`src/rtl/seletor_minigame_pkg.sv`:
```
// Shared constants for the minigame selector: menu FSM codes, mux select codes
// and the one-hot start-pulse decode used by the selector and display logic.
package seletor_minigame_pkg;

    localparam logic [3:0] ST_INICIAL = 4'h0;
    localparam logic [3:0] ST_MENU    = 4'h1;
    localparam logic [3:0] ST_LANCA   = 4'h2;
    localparam logic [3:0] ST_JOGANDO = 4'h3;
    localparam logic [3:0] ST_FIM     = 4'h4;

    localparam logic [1:0] MG_JOGO0 = 2'b00;
    localparam logic [1:0] MG_JOGO1 = 2'b01;
    localparam logic [1:0] MG_JOGO2 = 2'b10;
    localparam logic [1:0] MG_MENU  = 2'b11;

    function automatic logic [2:0] one_hot_jogo(input logic [1:0] idx);
        logic [2:0] oh;
        case (idx)
            MG_JOGO0: oh = 3'b001;
            MG_JOGO1: oh = 3'b010;
            MG_JOGO2: oh = 3'b100;
            default:  oh = 3'b000;
        endcase
        return oh;
    endfunction

endpackage

```
`src/rtl/seletor_minigame_detector_borda.sv`:
```
// Level-to-pulse rising-edge detector. History resets to 1 so a button held
// through reset does not produce a spurious edge when reset is released.
module detector_borda (
    input  logic clock,
    input  logic reset,
    input  logic nivel,
    output logic pulso
);

    logic anterior;

    always_ff @(posedge clock) begin
        if (!reset) begin
            anterior <= 1'b1;
        end else begin
            anterior <= nivel;
        end
    end

    assign pulso = nivel & ~anterior;

endmodule

```
`src/rtl/seletor_minigame.sv`:
```
// Menu/selection controller: walks a cursor over the minigames, launches the
// chosen one, waits for its pronto, holds the result on screen, then returns.
module seletor_minigame
    import seletor_minigame_pkg::*;
#(
    parameter int N_JOGOS     = 3,
    parameter int HOLD_CICLOS = 50_000_000
) (
    input  logic       clock,
    input  logic       reset,
    input  logic       botao_prox,
    input  logic       botao_conf,
    input  logic       botao_voltar,
    input  logic       pronto_in,
    output logic [1:0] minigame,
    output logic [3:0] estado_inicial,
    output logic [1:0] cursor,
    output logic [2:0] iniciar,
    output logic       zera_jogos
);

    localparam int             CW         = $clog2(HOLD_CICLOS + 1);
    localparam logic [CW-1:0]  HOLD_LOAD  = CW'(HOLD_CICLOS - 1);
    localparam logic [1:0]     CURSOR_MAX = 2'(N_JOGOS - 1);

    logic ev_prox, ev_conf, ev_voltar;

    detector_borda u_borda_prox (
        .clock (clock),
        .reset (reset),
        .nivel (botao_prox),
        .pulso (ev_prox)
    );

    detector_borda u_borda_conf (
        .clock (clock),
        .reset (reset),
        .nivel (botao_conf),
        .pulso (ev_conf)
    );

    detector_borda u_borda_voltar (
        .clock (clock),
        .reset (reset),
        .nivel (botao_voltar),
        .pulso (ev_voltar)
    );

    logic [3:0]    state, state_n;
    logic [1:0]    cursor_n;
    logic [CW-1:0] count, count_n;
    logic [2:0]    iniciar_n;
    logic          zera_n;
    logic [1:0]    minigame_n;

    always_comb begin
        state_n    = state;
        cursor_n   = cursor;
        count_n    = count;
        iniciar_n  = 3'b000;
        zera_n     = 1'b0;
        minigame_n = MG_MENU;

        case (state)
            ST_INICIAL: begin
                if (ev_conf) state_n = ST_MENU;
            end
            ST_MENU: begin
                // conf takes priority so a simultaneous prox cannot move the launched game
                if (ev_conf) begin
                    state_n = ST_LANCA;
                end else if (ev_voltar) begin
                    state_n = ST_INICIAL;
                end else if (ev_prox) begin
                    cursor_n = (cursor == CURSOR_MAX) ? 2'b00 : cursor + 2'b01;
                end
            end
            ST_LANCA: begin
                state_n = ST_JOGANDO;
            end
            ST_JOGANDO: begin
                if (pronto_in) begin
                    state_n = ST_FIM;
                    count_n = HOLD_LOAD;
                end else if (ev_voltar) begin
                    state_n = ST_MENU;
                    zera_n  = 1'b1;
                end
            end
            ST_FIM: begin
                if (ev_conf || ev_voltar || count == '0) begin
                    state_n = ST_MENU;
                    count_n = '0;
                end else begin
                    count_n = count - 1'b1;
                end
            end
            default: begin
                state_n = ST_INICIAL;
            end
        endcase

        if (state_n == ST_LANCA) iniciar_n = one_hot_jogo(cursor_n);

        if (state_n == ST_LANCA || state_n == ST_JOGANDO || state_n == ST_FIM) begin
            minigame_n = cursor_n;
        end
    end

    always_ff @(posedge clock) begin
        if (!reset) begin
            state      <= ST_INICIAL;
            cursor     <= 2'b00;
            count      <= '0;
            iniciar    <= 3'b000;
            zera_jogos <= 1'b0;
            minigame   <= MG_MENU;
        end else begin
            state      <= state_n;
            cursor     <= cursor_n;
            count      <= count_n;
            iniciar    <= iniciar_n;
            zera_jogos <= zera_n;
            minigame   <= minigame_n;
        end
    end

    assign estado_inicial = state;

endmodule

```
`config.mk`:
```
export PLATFORM = sky130hd
export DESIGN_NAME = seletor_minigame
export DESIGN_NICKNAME = d
export VERILOG_FILES = /design/src/rtl/seletor_minigame_pkg.sv /design/src/rtl/seletor_minigame_detector_borda.sv /design/src/rtl/seletor_minigame.sv
export SDC_FILE = /design/constraint.sdc
export NUM_CORES = 1
export LEC_CHECK = 0
export ABC_AREA = 1
export BUFFER_PORTS_ARGS = -buffer_cell sky130_fd_sc_hd__buf_2
export CELL_PAD_IN_SITES_DETAIL_PLACEMENT = 1
export CELL_PAD_IN_SITES_GLOBAL_PLACEMENT = 1
export CORE_ASPECT_RATIO = 0.5
export CORE_MARGIN = 2
export CORE_UTILIZATION = 38
export DETAILED_ROUTE_END_ITERATION = 12
export GPL_ROUTABILITY_DRIVEN = 0
export PLACE_DENSITY_LB_ADDON = 0.1
export SLEW_MARGIN = 20
export SYNTH_ARGS = -nofsm -noshare
export SYNTH_HDL_FRONTEND = slang
export SYNTH_SLANG_ARGS = --single-unit
```
`constraint.sdc`:
```
create_clock -name clock -period 2.01 [get_ports clock]
set_input_delay 0.603 -clock clock [delete_from_list [all_inputs] [get_ports clock]]
set_output_delay 0.603 -clock clock [all_outputs]
set_load 0.05 [all_outputs]
```
==> results.md <==
* First-pass DRT Iterations at 4
* RSZ-0062 raised after global routing: false
* Post-route setup slack at 0.382 ns
* TNS Setup at 0 ns
* Core area at just over 0.006 mm2
* Status: finished, final reports clean
* Row count at 20
* CTS Hold Bufs at 0
* Switch Pwr at ~0.37 mW
* CTS tree: built
* P_leak at between 1 and 1.5 nW
* Max stage delay on crit path at 0.32 ns
* Most common cell on crit path: nand2_1
* DRC viols at 0
* Io pins at 18
* Asr flop ratio synth at 0%
* Clock Skews at approximately 0.0054 ns
* Peak VDD IR at between 0.3 and 0.4 mV
* Total grt overflow at 0
* Synth unique cells at 36
* Top cells by area, synth: dfxtp_1, nand2_1, nor2_1
* Cell-internal power at between 1 and 1.5 mW
* Height of the die at approximately 60 um
* Largest family of logic cells by synthesized area: simple AND/OR/NAND/NOR gates
* CP startpoint kind: flip-flop
* Share of the synthesized area in the top cell type at ~34%
* Syn_area_per_cell at between 6 and 7 um2
* Post-route ant nets at 0
* Synth Area in Compound Gates at between 10% and 20%
* Hold Vio Cnt, Final at 0
* Area of the die at 0.00701 mm2
* XOR/XNOR Fraction of Synth Area at under 10%
* Number of fill cells at about 790
* Syn Nets at approximately 350
* Layout Nets at 377
* Die Width at 116 um
* CTS sink count at 41
* Hold Crit Class: input pin to flip-flop
* Final Setup Violations at 0
* Post-Synth Simple-Gate Area at about 43%
* Switching portion of total power at between 20% and 30%
* CP max stage cell: dfxtp_1
* Largest net degree at the start of global routing at 19
* Final Core Density at 45.6%
* Worst EP required at approximately 2.2 ns
* Most frequent cells in the layout: nand2_1, nor2_1, dfxtp_1
* Yosys top cell by area: dfxtp_1
* Layout cell share with drive strength beyond 1 at 22.5%
* Commonest non-fill, non-tap cell in the layout: nand2_1
* First-pass GRT wire length at 11500 um
* Final min period at around 1.6 ns
* Cell family with most CP delay: simple AND/OR/NAND/NOR gates
* Setup Crit Path Kind: flip-flop to flip-flop
* Post-Synth Adder-Cell Area at ~1.0%
* Area delta synth->final at 15.4%
* Pre-CTS setup slack at 0.158 ns
* Post-DP HPWL at 5370 um
* CTS Buf Count at 5
* Final Max Tran Viols at 0
* Fmax at 0.614 GHz
* CP Max Fanout at 8
* DP Area at approximately 0.0026 mm2
* GR Util All Layers at between 20 and 25%
* Initial antenna violation count at 0
* DR vias/cell at 5.11
* Seq cells post-synth at 41
* Max Root-Sink Buffers at 2
* Ant. Diodes at 0
* H-tree levels at 2
* Vias in the first global route at ~2300
* Period utilization at 81.0%
* # port buffers at 17
* Initial Util at between 30% and 40%
* Post-CTS Setup Bufs at 0
* WP data arrival at 1.86 ns
* Clock-pin slew on the worst setup and hold paths at ~0.060 ns
* Gate Count Post-Synth at ~340
* Primary FF master, synth: dfxtp_1
* Critical path buffer and inverter count at 1
* Root buf cell: clkbuf_16
* Multiplexer share of the synthesized area at 0%
* EDFF count, synth at 0
* Max-cap viol count at 0
* Drt initial violations at 160
* Via Count at ~2300
* Clock network fraction of design power at approximately half
* Post-Syn Area at 0.00240 mm2
* Register share of total power at ~46%
* Wire per inst at 15.2 um
* Post-Route WL at about 7000 um
* Worst skew pair latency at approximately 0.29 ns
* Post-CTS sizing at 0
* Register area share after synthesis at roughly a third
* Combinational cell fraction of total power at around 2.7%
* Power per Cell Area at 643 mW/mm2
* CP Cell Sequence: inv_2 -> ha_1 -> nand2_1 -> nor2_4 -> nand2_1 -> o21bai_1 -> nand3_2 -> a21oi_2
* Design area at around 0.0028 mm2
* Crit end category: flip-flop
* Syn. warnings at 0
-- worst paths after layout --
path / start / end / slack, ns / cells after the start
worst max-delay path: count[0] / count[20] / 0.38 / 8
worst min-delay path: botao_prox / u_borda_prox.anterior / 0.50 / 3
worst max register to register: count[0] / count[20] / 0.38 / 8
worst min register to register: count[1] / count[1] / 0.52 / 2
-- cells in the mapped netlist, types with 7 or more instances --
master   count
inv_1       30
a21oi_1     10
nor2_1      60
nand4_1      7
nand3_1     27
nor2_2       9
nand2_1     71
dfxtp_1     41
nand3_2     12
o21ai_0     14
a21oi_2     10
-- sequential cells by signal, indices dropped and copies added, names as in the netlist --
| signal | cells |
|---|---|
| u_borda_prox.anterior | 1 |
| zera_jogos | 1 |
| estado_inicial | 4 |
| cursor | 2 |
| iniciar | 3 |
| minigame | 2 |
| u_borda_voltar.anterior | 1 |
| u_borda_conf.anterior | 1 |
| count | 26 |
-- through the flow --
step | hold WS, ns | total power [mW] | instances
3_3_place_gp | 0.495 | 0.886 | 450
6_report | 0.499 | 1.78 | 457
4_1_cts | 0.499 | 1.80 | 457
2_1_floorplan | 0.478 | 0.867 | 344
3_5_place_dp | 0.519 | 0.887 | 450
5_1_grt | 0.507 | 1.85 | 457
-- power by group through the flow --
stage / Combinational, mW / Sequential (mW) / Clock (mW)
CTS: 0.0493 / 0.820 / 0.928
global route: 0.0542 / 0.820 / 0.972
global placement: 0.0480 / 0.838 / 0
detailed placement: 0.0491 / 0.838 / 0
floorplan: 0.0233 / 0.844 / 0
finish: 0.0488 / 0.820 / 0.911
-- layout make-up --
type	instances	area, um2	area share (%)
multi-input combinational	263	1400	50.6
clock buffer	5	125	4.52
clock inverter	2	35.0	1.26
sequential	41	821	29.6
inverter	34	128	4.61
tap	88	110	3.97
timing repair buffer	24	150	5.42
-- kinds of logic (layout without fill, tap and decap cells) --
kind of cell	Yosys count	after routing
flip-flops	41	41
other	1	1
AO/OA/AOI/OAI	46	46
adder cells (fa/ha/maj)	2	2
XOR/XNOR	5	5
buffers and inverters	40	65
AND/OR/NAND/NOR	209	209
-- worst min-delay path: stages --
cell and delay [ns]:
buf_2 0.08, inv_1 0.04, nand2_1 0.04
-- metal layers --
metal,global-route usage [%],routed length (um)
met5,0,0
met4,6.29,106
met3,4.97,396
met2,34.6,2990
met1,30.0,3480
Note: power is estimated with default switching activity, not from simulation.
